File: config.mk
export PLATFORM = sky130hd
export DESIGN_NAME = sram_arbiter_flat
export DESIGN_NICKNAME = d
export VERILOG_FILES = /design/src/rtl/sram_arbiter_if.sv /design/src/rtl/sram_arbiter.sv /design/src/flat_wrapper.sv
export SDC_FILE = /design/constraint.sdc
export NUM_CORES = 1
export LEC_CHECK = 0
export ABC_AREA = 1
export BUFFER_PORTS_ARGS = -buffer_cell sky130_fd_sc_hd__clkbuf_2
export CAP_MARGIN = 20
export CORE_UTILIZATION = 35
export DETAILED_ROUTE_END_ITERATION = 7
export PLACE_DENSITY_LB_ADDON = 0.08
export SETUP_SLACK_MARGIN = 0.5
export SLEW_MARGIN = 20
export SYNTH_ARGS = -nofsm -noshare
export SYNTH_HDL_FRONTEND = slang
export SYNTH_SLANG_ARGS = --single-unit
File: constraint.sdc
create_clock -name clk -period 1.4 [get_ports clk]
set_input_delay 0.07 -clock clk [delete_from_list [all_inputs] [get_ports clk]]
set_output_delay 0.07 -clock clk [all_outputs]
set_load 0.005 [all_outputs]
File: src/rtl/sram_arbiter_if.sv
// sram_arbiter_if: requester and SRAM bus signals shared by the arbiter and its environment.
interface sram_arbiter_if;
    logic        inst_req;
    logic [31:0] inst_addr;
    logic [31:0] inst_rdata;
    logic        inst_data_ok;
    logic        data_req;
    logic [3:0]  data_wen;
    logic [31:0] data_addr;
    logic [31:0] data_wdata;
    logic [31:0] data_rdata;
    logic        data_data_ok;
    logic        bus_req;
    logic [3:0]  bus_wen;
    logic [31:0] bus_addr;
    logic [31:0] bus_wdata;
    logic        bus_addr_ok;
    logic        bus_data_ok;
    logic [31:0] bus_rdata;
    logic        stallreq_if;
    logic        stallreq_mem;
    modport slave (
        input  inst_req, inst_addr, data_req, data_wen, data_addr, data_wdata,
               bus_addr_ok, bus_data_ok, bus_rdata,
        output inst_rdata, inst_data_ok, data_rdata, data_data_ok,
               bus_req, bus_wen, bus_addr, bus_wdata, stallreq_if, stallreq_mem
    );
    modport master (
        output inst_req, inst_addr, data_req, data_wen, data_addr, data_wdata,
               bus_addr_ok, bus_data_ok, bus_rdata,
        input  inst_rdata, inst_data_ok, data_rdata, data_data_ok,
               bus_req, bus_wen, bus_addr, bus_wdata, stallreq_if, stallreq_mem
    );
endinterface

File: src/rtl/sram_arbiter.sv
// sram_arbiter: shares one SRAM bus port between IF and MEM with round-robin on contention.
module sram_arbiter (
    input logic         clk,
    input logic         rst,
    sram_arbiter_if.slave sif
);
    typedef enum logic [2:0] {IDLE, INST_ADDR, INST_WAIT, DATA_ADDR, DATA_WAIT} state_t;
    state_t state;
    logic   last_grant;
    logic   inst_v;
    logic   data_v;
    logic   grant_inst;
    logic   grant_data;
    // a requester whose completion pulse is high is finishing, so it must not be re-granted
    always_comb begin
        inst_v     = sif.inst_req & ~sif.inst_data_ok;
        data_v     = sif.data_req & ~sif.data_data_ok;
        grant_data = data_v & (~inst_v | ~last_grant);
        grant_inst = inst_v & ~grant_data;
    end
    assign sif.stallreq_if  = inst_v;
    assign sif.stallreq_mem = data_v;
    always_ff @(posedge clk) begin
        if (rst) begin
            state            <= IDLE;
            last_grant       <= 1'b1;
            sif.bus_req      <= 1'b0;
            sif.bus_wen      <= 4'b0;
            sif.bus_addr     <= 32'b0;
            sif.bus_wdata    <= 32'b0;
            sif.inst_rdata   <= 32'b0;
            sif.data_rdata   <= 32'b0;
            sif.inst_data_ok <= 1'b0;
            sif.data_data_ok <= 1'b0;
        end else begin
            sif.inst_data_ok <= 1'b0;
            sif.data_data_ok <= 1'b0;
            case (state)
                IDLE: begin
                    if (grant_data | grant_inst) begin
                        state         <= grant_data ? DATA_ADDR : INST_ADDR;
                        last_grant    <= grant_data;
                        sif.bus_req   <= 1'b1;
                        sif.bus_addr  <= grant_data ? sif.data_addr : sif.inst_addr;
                        sif.bus_wen   <= grant_data ? sif.data_wen : 4'b0;
                        sif.bus_wdata <= grant_data ? sif.data_wdata : 32'b0;
                    end
                end
                INST_ADDR, DATA_ADDR: begin
                    if (sif.bus_addr_ok) begin
                        state       <= (state == INST_ADDR) ? INST_WAIT : DATA_WAIT;
                        sif.bus_req <= 1'b0;
                    end
                end
                INST_WAIT: begin
                    if (sif.bus_data_ok) begin
                        state            <= IDLE;
                        sif.inst_data_ok <= 1'b1;
                        sif.inst_rdata   <= sif.bus_rdata;
                    end
                end
                DATA_WAIT: begin
                    if (sif.bus_data_ok) begin
                        state            <= IDLE;
                        sif.data_data_ok <= 1'b1;
                        if (sif.bus_wen == 4'b0) sif.data_rdata <= sif.bus_rdata;
                    end
                end
                default: state <= IDLE;
            endcase
        end
    end
endmodule
File: src/flat_wrapper.sv
// flat-port wrapper written by rule: the top's interface ports become plain ports
module sram_arbiter_flat 
  (clk, rst, sif_inst_req, sif_inst_addr, sif_data_req, sif_data_wen, sif_data_addr, sif_data_wdata, sif_bus_addr_ok, sif_bus_data_ok, sif_bus_rdata, sif_inst_rdata, sif_inst_data_ok, sif_data_rdata, sif_data_data_ok, sif_bus_req, sif_bus_wen, sif_bus_addr, sif_bus_wdata, sif_stallreq_if, sif_stallreq_mem);
  sram_arbiter_if sif_i ();
  input logic clk;
  input logic rst;
  input wire logic [$bits(sif_i.inst_req)-1:0] sif_inst_req;
  input wire logic [$bits(sif_i.inst_addr)-1:0] sif_inst_addr;
  input wire logic [$bits(sif_i.data_req)-1:0] sif_data_req;
  input wire logic [$bits(sif_i.data_wen)-1:0] sif_data_wen;
  input wire logic [$bits(sif_i.data_addr)-1:0] sif_data_addr;
  input wire logic [$bits(sif_i.data_wdata)-1:0] sif_data_wdata;
  input wire logic [$bits(sif_i.bus_addr_ok)-1:0] sif_bus_addr_ok;
  input wire logic [$bits(sif_i.bus_data_ok)-1:0] sif_bus_data_ok;
  input wire logic [$bits(sif_i.bus_rdata)-1:0] sif_bus_rdata;
  output wire logic [$bits(sif_i.inst_rdata)-1:0] sif_inst_rdata;
  output wire logic [$bits(sif_i.inst_data_ok)-1:0] sif_inst_data_ok;
  output wire logic [$bits(sif_i.data_rdata)-1:0] sif_data_rdata;
  output wire logic [$bits(sif_i.data_data_ok)-1:0] sif_data_data_ok;
  output wire logic [$bits(sif_i.bus_req)-1:0] sif_bus_req;
  output wire logic [$bits(sif_i.bus_wen)-1:0] sif_bus_wen;
  output wire logic [$bits(sif_i.bus_addr)-1:0] sif_bus_addr;
  output wire logic [$bits(sif_i.bus_wdata)-1:0] sif_bus_wdata;
  output wire logic [$bits(sif_i.stallreq_if)-1:0] sif_stallreq_if;
  output wire logic [$bits(sif_i.stallreq_mem)-1:0] sif_stallreq_mem;
  assign sif_i.inst_req = sif_inst_req;
  assign sif_i.inst_addr = sif_inst_addr;
  assign sif_i.data_req = sif_data_req;
  assign sif_i.data_wen = sif_data_wen;
  assign sif_i.data_addr = sif_data_addr;
  assign sif_i.data_wdata = sif_data_wdata;
  assign sif_i.bus_addr_ok = sif_bus_addr_ok;
  assign sif_i.bus_data_ok = sif_bus_data_ok;
  assign sif_i.bus_rdata = sif_bus_rdata;
  assign sif_inst_rdata = sif_i.inst_rdata;
  assign sif_inst_data_ok = sif_i.inst_data_ok;
  assign sif_data_rdata = sif_i.data_rdata;
  assign sif_data_data_ok = sif_i.data_data_ok;
  assign sif_bus_req = sif_i.bus_req;
  assign sif_bus_wen = sif_i.bus_wen;
  assign sif_bus_addr = sif_i.bus_addr;
  assign sif_bus_wdata = sif_i.bus_wdata;
  assign sif_stallreq_if = sif_i.stallreq_if;
  assign sif_stallreq_mem = sif_i.stallreq_mem;
  sram_arbiter u_core (.clk(clk), .rst(rst), .sif(sif_i));
endmodule
# After elaboration in Yosys (flattened, before gate mapping)
# Index checks and enable logic that the tools add are counted.
dict set report word_totals {
  regBits 139
  input_bits 138
}
dict set report op_classes {
  n_reduce_logical 12
  muxes 13
  n_bitwise 13
  n_eq_ne 7
}
# op n
set op_table {}
lappend op_table {{2-to-1 mux 32 bit} 2}
lappend op_table {{2-to-1 mux 3 bit} 4}
lappend op_table {{one-hot mux 3 bit (3 select lines)} 1}
lappend op_table {{AND reduction 3 bit} 3}
lappend op_table {{OR reduction 2 bit} 4}
lappend op_table {{inverter 1 bit} 7}
lappend op_table {{== test 3 x 2 -> 1 bit (second input constant)} 2}
lappend op_table {{AND 1 bit} 4}
lappend op_table {{logical NOT 4 bit} 1}
lappend op_table {{2-to-1 mux 4 bit} 1}
lappend op_table {{!= test 2 x 1 -> 1 bit (second input constant)} 2}
lappend op_table {{AND reduction 2 bit} 2}
lappend op_table {{== test 3 x 1 -> 1 bit (second input constant)} 1}
lappend op_table {{== test 3 bit (second input constant)} 1}
lappend op_table {{logical NOT 3 bit} 1}
lappend op_table {{2-to-1 mux 1 bit} 3}
lappend op_table {{2-to-1 mux 2 bit} 1}
lappend op_table {{!= test 2 bit (second input constant)} 1}
lappend op_table {{bitwise OR 1 bit} 2}
lappend op_table {{one-hot mux 1 bit (2 select lines)} 1}
lappend op_table {{nonzero test 2 bit} 1}

# Longest topological paths before layout
dict set report logic_depth {
  ltp_word 10
  ltp_mapped 11
  ltp_nobuf 10
}

# Worst setup path after synthesis
# No wires, ideal clock.
dict set report synth_timing {
  path_kind {flip-flop to flip-flop}
  startpoint {register u_core.state[2]}
  endpoint {register u_core.sif.bus_addr[0] in the netlist's numbering}
  t_arrival_ps 1228
  required_time_ps 1344
  stages_incl_launch_ff 8
  setup_ps 56
  period_less_slack_ps 1284
  path_slack_ps 116
  path_cell_list {dfxtp_1 nor3_4 nand2_2 buf_2 buf_2 a21oi_1 nand2_1 inv_1}
}
dict set report synth_between {
  elab_chain_len 2
}
# item line_no
set synth_rtl {}
lappend synth_rtl {{start: declaration} sram_arbiter.sv:8} ;# state_t state;
lappend synth_rtl {{start signal: assignment} sram_arbiter.sv:41} ;# state <= grant_data ? DATA_ADDR : INST_ADDR;
lappend synth_rtl {{start signal: assignment} sram_arbiter.sv:51} ;# state <= (state == INST_ADDR) ? INST_WAIT : DATA_WAIT;
lappend synth_rtl {{logical NOT 3 bit} sram_arbiter.sv:38} ;# case (state)
lappend synth_rtl {{AND reduction 2 bit (no line)} --}
lappend synth_rtl {{end signal: assignment} sram_arbiter.sv:44} ;# sif.bus_addr <= grant_data ? sif.data_addr : sif.inst_addr;
lappend synth_rtl {{end: declaration} sram_arbiter_if.sv:26} ;# bus_req, bus_wen, bus_addr, bus_wdata, stallreq_if, stallreq_mem
# No other way between the ends.
# A chain may end at the register's enable or synchronous reset.

# Worst setup path in the final report
dict set report layout_timing {
  startpoint {register u_core.state[0]}
  endpoint {register u_core.sif.bus_wdata[7] in the netlist's numbering}
}
dict set report layout_between {
  elab_chain_len 2
}
# item line_no
set layout_rtl {}
lappend layout_rtl {{logical NOT 3 bit} sram_arbiter.sv:38}
lappend layout_rtl {{AND reduction 2 bit (no line)} --}
lappend layout_rtl {{end signal: assignment} sram_arbiter.sv:46} ;# sif.bus_wdata <= grant_data ? sif.data_wdata : 32'b0;
lappend layout_rtl {{end: declaration} sram_arbiter_if.sv:26}
# No other way between the ends.

==> flow_metrics.env <==
export IMPL_syn_area_um2=5430
export IMPL_drt_first_pass_iters=5
export IMPL_io_pin_count=275
export IMPL_grt_pass1_wl_um=29800
export IMPL_layout_setup_ws_ns=-0.0204
export IMPL_cp_top_family="simple AND/OR/NAND/NOR gates"
export IMPL_drive_gt1_share_pct=46.1
export IMPL_gp_congestion=0.731
export IMPL_antenna_found_initial=0
export IMPL_yosysTopAreaCell="dfxtp_1"
export IMPL_setup_viol=1
export IMPL_tightest_slew_ns=0.332
export IMPL_hp_start="sif_bus_data_ok"
export IMPL_synth_top_area_share_pct=51.3
export IMPL_slew_violations=0
export IMPL_grt_max_degree=73
export IMPL_design_area_um2=10400
export IMPL_min_period_ns=1.42
export IMPL_dpl_instance_area_um2=7120
export IMPL_hold_viol=0
export IMPL_tritoncts="done"
export IMPL_drv_cap=0
export IMPL_ant_nets=0
export IMPL_cts_max_level=4
export IMPL_crit_arrival_ns=1.75
export IMPL_worst_setup_path_end_kind="flip-flop"
export IMPL_critPathSlowestCell="dfxtp_2"
export IMPL_startpoint="u_core.state[0]"
export IMPL_dr_first_iter_drc_count=407
export IMPL_path_max_fanout=13
export IMPL_finalClockSkew_ns=0.00975
export IMPL_coreArea_um2=15100
export IMPL_syn_inst=768
export IMPL_cts_root_buffer="clkbuf_16"
export IMPL_die_y_um=127
export IMPL_reg2reg_depth=7
export IMPL_max_vdd_ir_drop_v=0.00106
export IMPL_vias_per_cell=4.54
export IMPL_ys_top_cells_by_area="dfxtp_1 (51%), nand2_1 (13%), nor2_1 (9.5%), a21oi_1 (9.4%), inv_1 (5.5%)"
export IMPL_layout_commonest_cell="clkbuf_2"
export IMPL_clockBufferDepth=2
export IMPL_leakage_nw=5.14
export IMPL_design_die_area_um2=16000
export IMPL_dpl_hpwl_um=10800
export IMPL_num_rows=45
export IMPL_cts_buffers=17
export IMPL_grt_pass1_vias=5983
export IMPL_power_density_nw_per_um2=1630
export IMPL_relSlewSlack_pct=77.8
export IMPL_wl_per_cell_um=14.1
export IMPL_critPathBufInv=2
export IMPL_violations="negative setup slack"
export IMPL_synthToLayoutAreaGrowth_pct=91.8
export IMPL_grt_overflow_total=0
export IMPL_worstSetupPathType="flip-flop to flip-flop"
export IMPL_drc=0
export IMPL_clkLatencyLatePin_ns=0.42
export IMPL_final_cell_mix="clkbuf_2 (217), nand2_1 (181), dfxtp_2 (135)"
export IMPL_startpoint_type="flip-flop"
export IMPL_ys_ff_latch=139
export IMPL_rr_startpoint="u_core.state[0]"
export IMPL_holdPathStages=3
export IMPL_die_width_um=127
export IMPL_synth_avg_cell_area_um2=7.07
export IMPL_final_net_count=1351
export IMPL_critical_path_depth=7
export IMPL_gr_usage_all_layers_pct=23.5
export IMPL_cpPeakStageDelay_ns=0.35
export IMPL_critPathRequiredTime_ns=1.73
export IMPL_tns_ns=-0.0204
export IMPL_syn_nets=906
export IMPL_grt_setup_unrepaired="true"
export IMPL_yosysUniqueCellTypes=18
export IMPL_start_util_pct=35.8
export IMPL_insertedDiodeCount=0
export IMPL_port_buffer_count=274
export IMPL_finalCritPeriodShare_pct=101
export IMPL_hold_class="input pin to flip-flop"
export IMPL_wirelength_um=19900
export IMPL_clkSlewWorstSetupHoldPaths_ns=0.06
export IMPL_path_cells="nor3_4 -> nand2_4 -> nor2_4 -> buf_12 -> clkbuf_16 -> nand2_1 -> a21oi_1"
export IMPL_max_freq_mhz=704
export IMPL_ys_seq_area_share_pct=51.3
export IMPL_status="finished, violations left"
export IMPL_yosysWarnings=0
export IMPL_cts_sinks=139
export IMPL_vias=6414
[layout make-up]
class	count	area (µm²)
flip-flops and latches	139	2960
clock inverters	9	135
multi-input cells	503	2320
inverters	79	307
clock buffers	23	488
well taps	188	235
fillers	1201	4730
repair buffers	473	3970
[flip-flops by register name, indices dropped and copies added, names as in the netlist, 3 cells and up]
name,flops
u_core.sif.data_rdata,32
u_core.sif.inst_rdata,32
u_core.sif.bus_addr,32
u_core.sif.bus_wen,4
u_core.sif.bus_wdata,32
u_core.state,3
[layer usage]
| layer | up-vias | GRT usage (%) | part of all wire, % |
|---|---|---|---|
| li1 | 3275 | - | - |
| met4 | 0 | 10.2 | 2.2 |
| met5 | - | 0 | 0 |
| met1 | 2886 | 27.1 | 42 |
| met3 | 26 | 6.54 | 7.0 |
| met2 | 227 | 40.8 | 49 |
[cell families after synthesis]
| logic type | count (synthesis) | synth area share [%] |
|---|---|---|
| flops | 139 | 51.3 |
| simple gates | 336 | 24.0 |
| compound gates | 167 | 15.4 |
| buf+inv | 126 | 9.36 |
[where the power goes]
part | total [W] | switching [W] | internal (W)
registers | 0.00566 | 0.000601 | 0.00506
logic | 0.00661 | 0.00317 | 0.00344
clock network | 0.00470 | 0.00170 | 0.00300
total | 0.0170 | 0.00547 | 0.0115
[stage by stage]
stage	hold WS [ns]	utilization (%)	cells	worst slack (ns)	power [W]
after detailed placement	0.307	47.0	1201	0.0385	0.0101
after global placement	0.303	47.0	1201	0.0562	0.0101
after CTS	-0.0115	64.1	1391	0.0517	0.0160
after global routing	0.00675	68.7	1414	-0.0898	0.0180
final	0.0160	68.7	1414	-0.0204	0.0170
after floorplan	0.205	-	768	0.194	0.00823
[cells in the mapped netlist]
library cell / instances
nor2_1: 137
a21oi_1: 102
nor2_4: 1
buf_2: 19
buf_4: 3
dfxtp_1: 139
nor3_4: 1
nor3_2: 1
o21ai_0: 57
nand3_1: 5
nor2_2: 1
nand2_2: 1
nand2_1: 188
inv_1: 79
clkbuf_1: 21
nand4_1: 1
o21ai_1: 8
buf_1: 4
[path summary, 6_finish.rpt]
check / slack (ns) / to
hold / removal: 0.02 / u_core.sif.data_data_ok
setup reg to reg: -0.02 / u_core.sif.bus_wdata[7]
hold reg to reg: 0.46 / u_core.sif.bus_wdata[1]
setup / recovery: -0.02 / u_core.sif.bus_wdata[7]
[worst reg2reg max path, cell delays in order, from the launching register on]
cell,delay [ns]
dfxtp_2,0.35
nor3_4,0.23
nand2_4,0.14
nor2_4,0.14
buf_12,0.13
clkbuf_16,0.16
nand2_1,0.05
a21oi_1,0.14
[repair_timing]
item                                    4_1_cts  5_1_grt
pin swaps                                     7       17
hold buffers                                133        0
gates cloned                                  6        4
gates resized for setup                     176      159
hold endpoints to repair                    134        0
buffers inserted                             19       19
endpoints found under the setup margin      275      275
No activity file was read; power rests on OpenSTA's default activity.
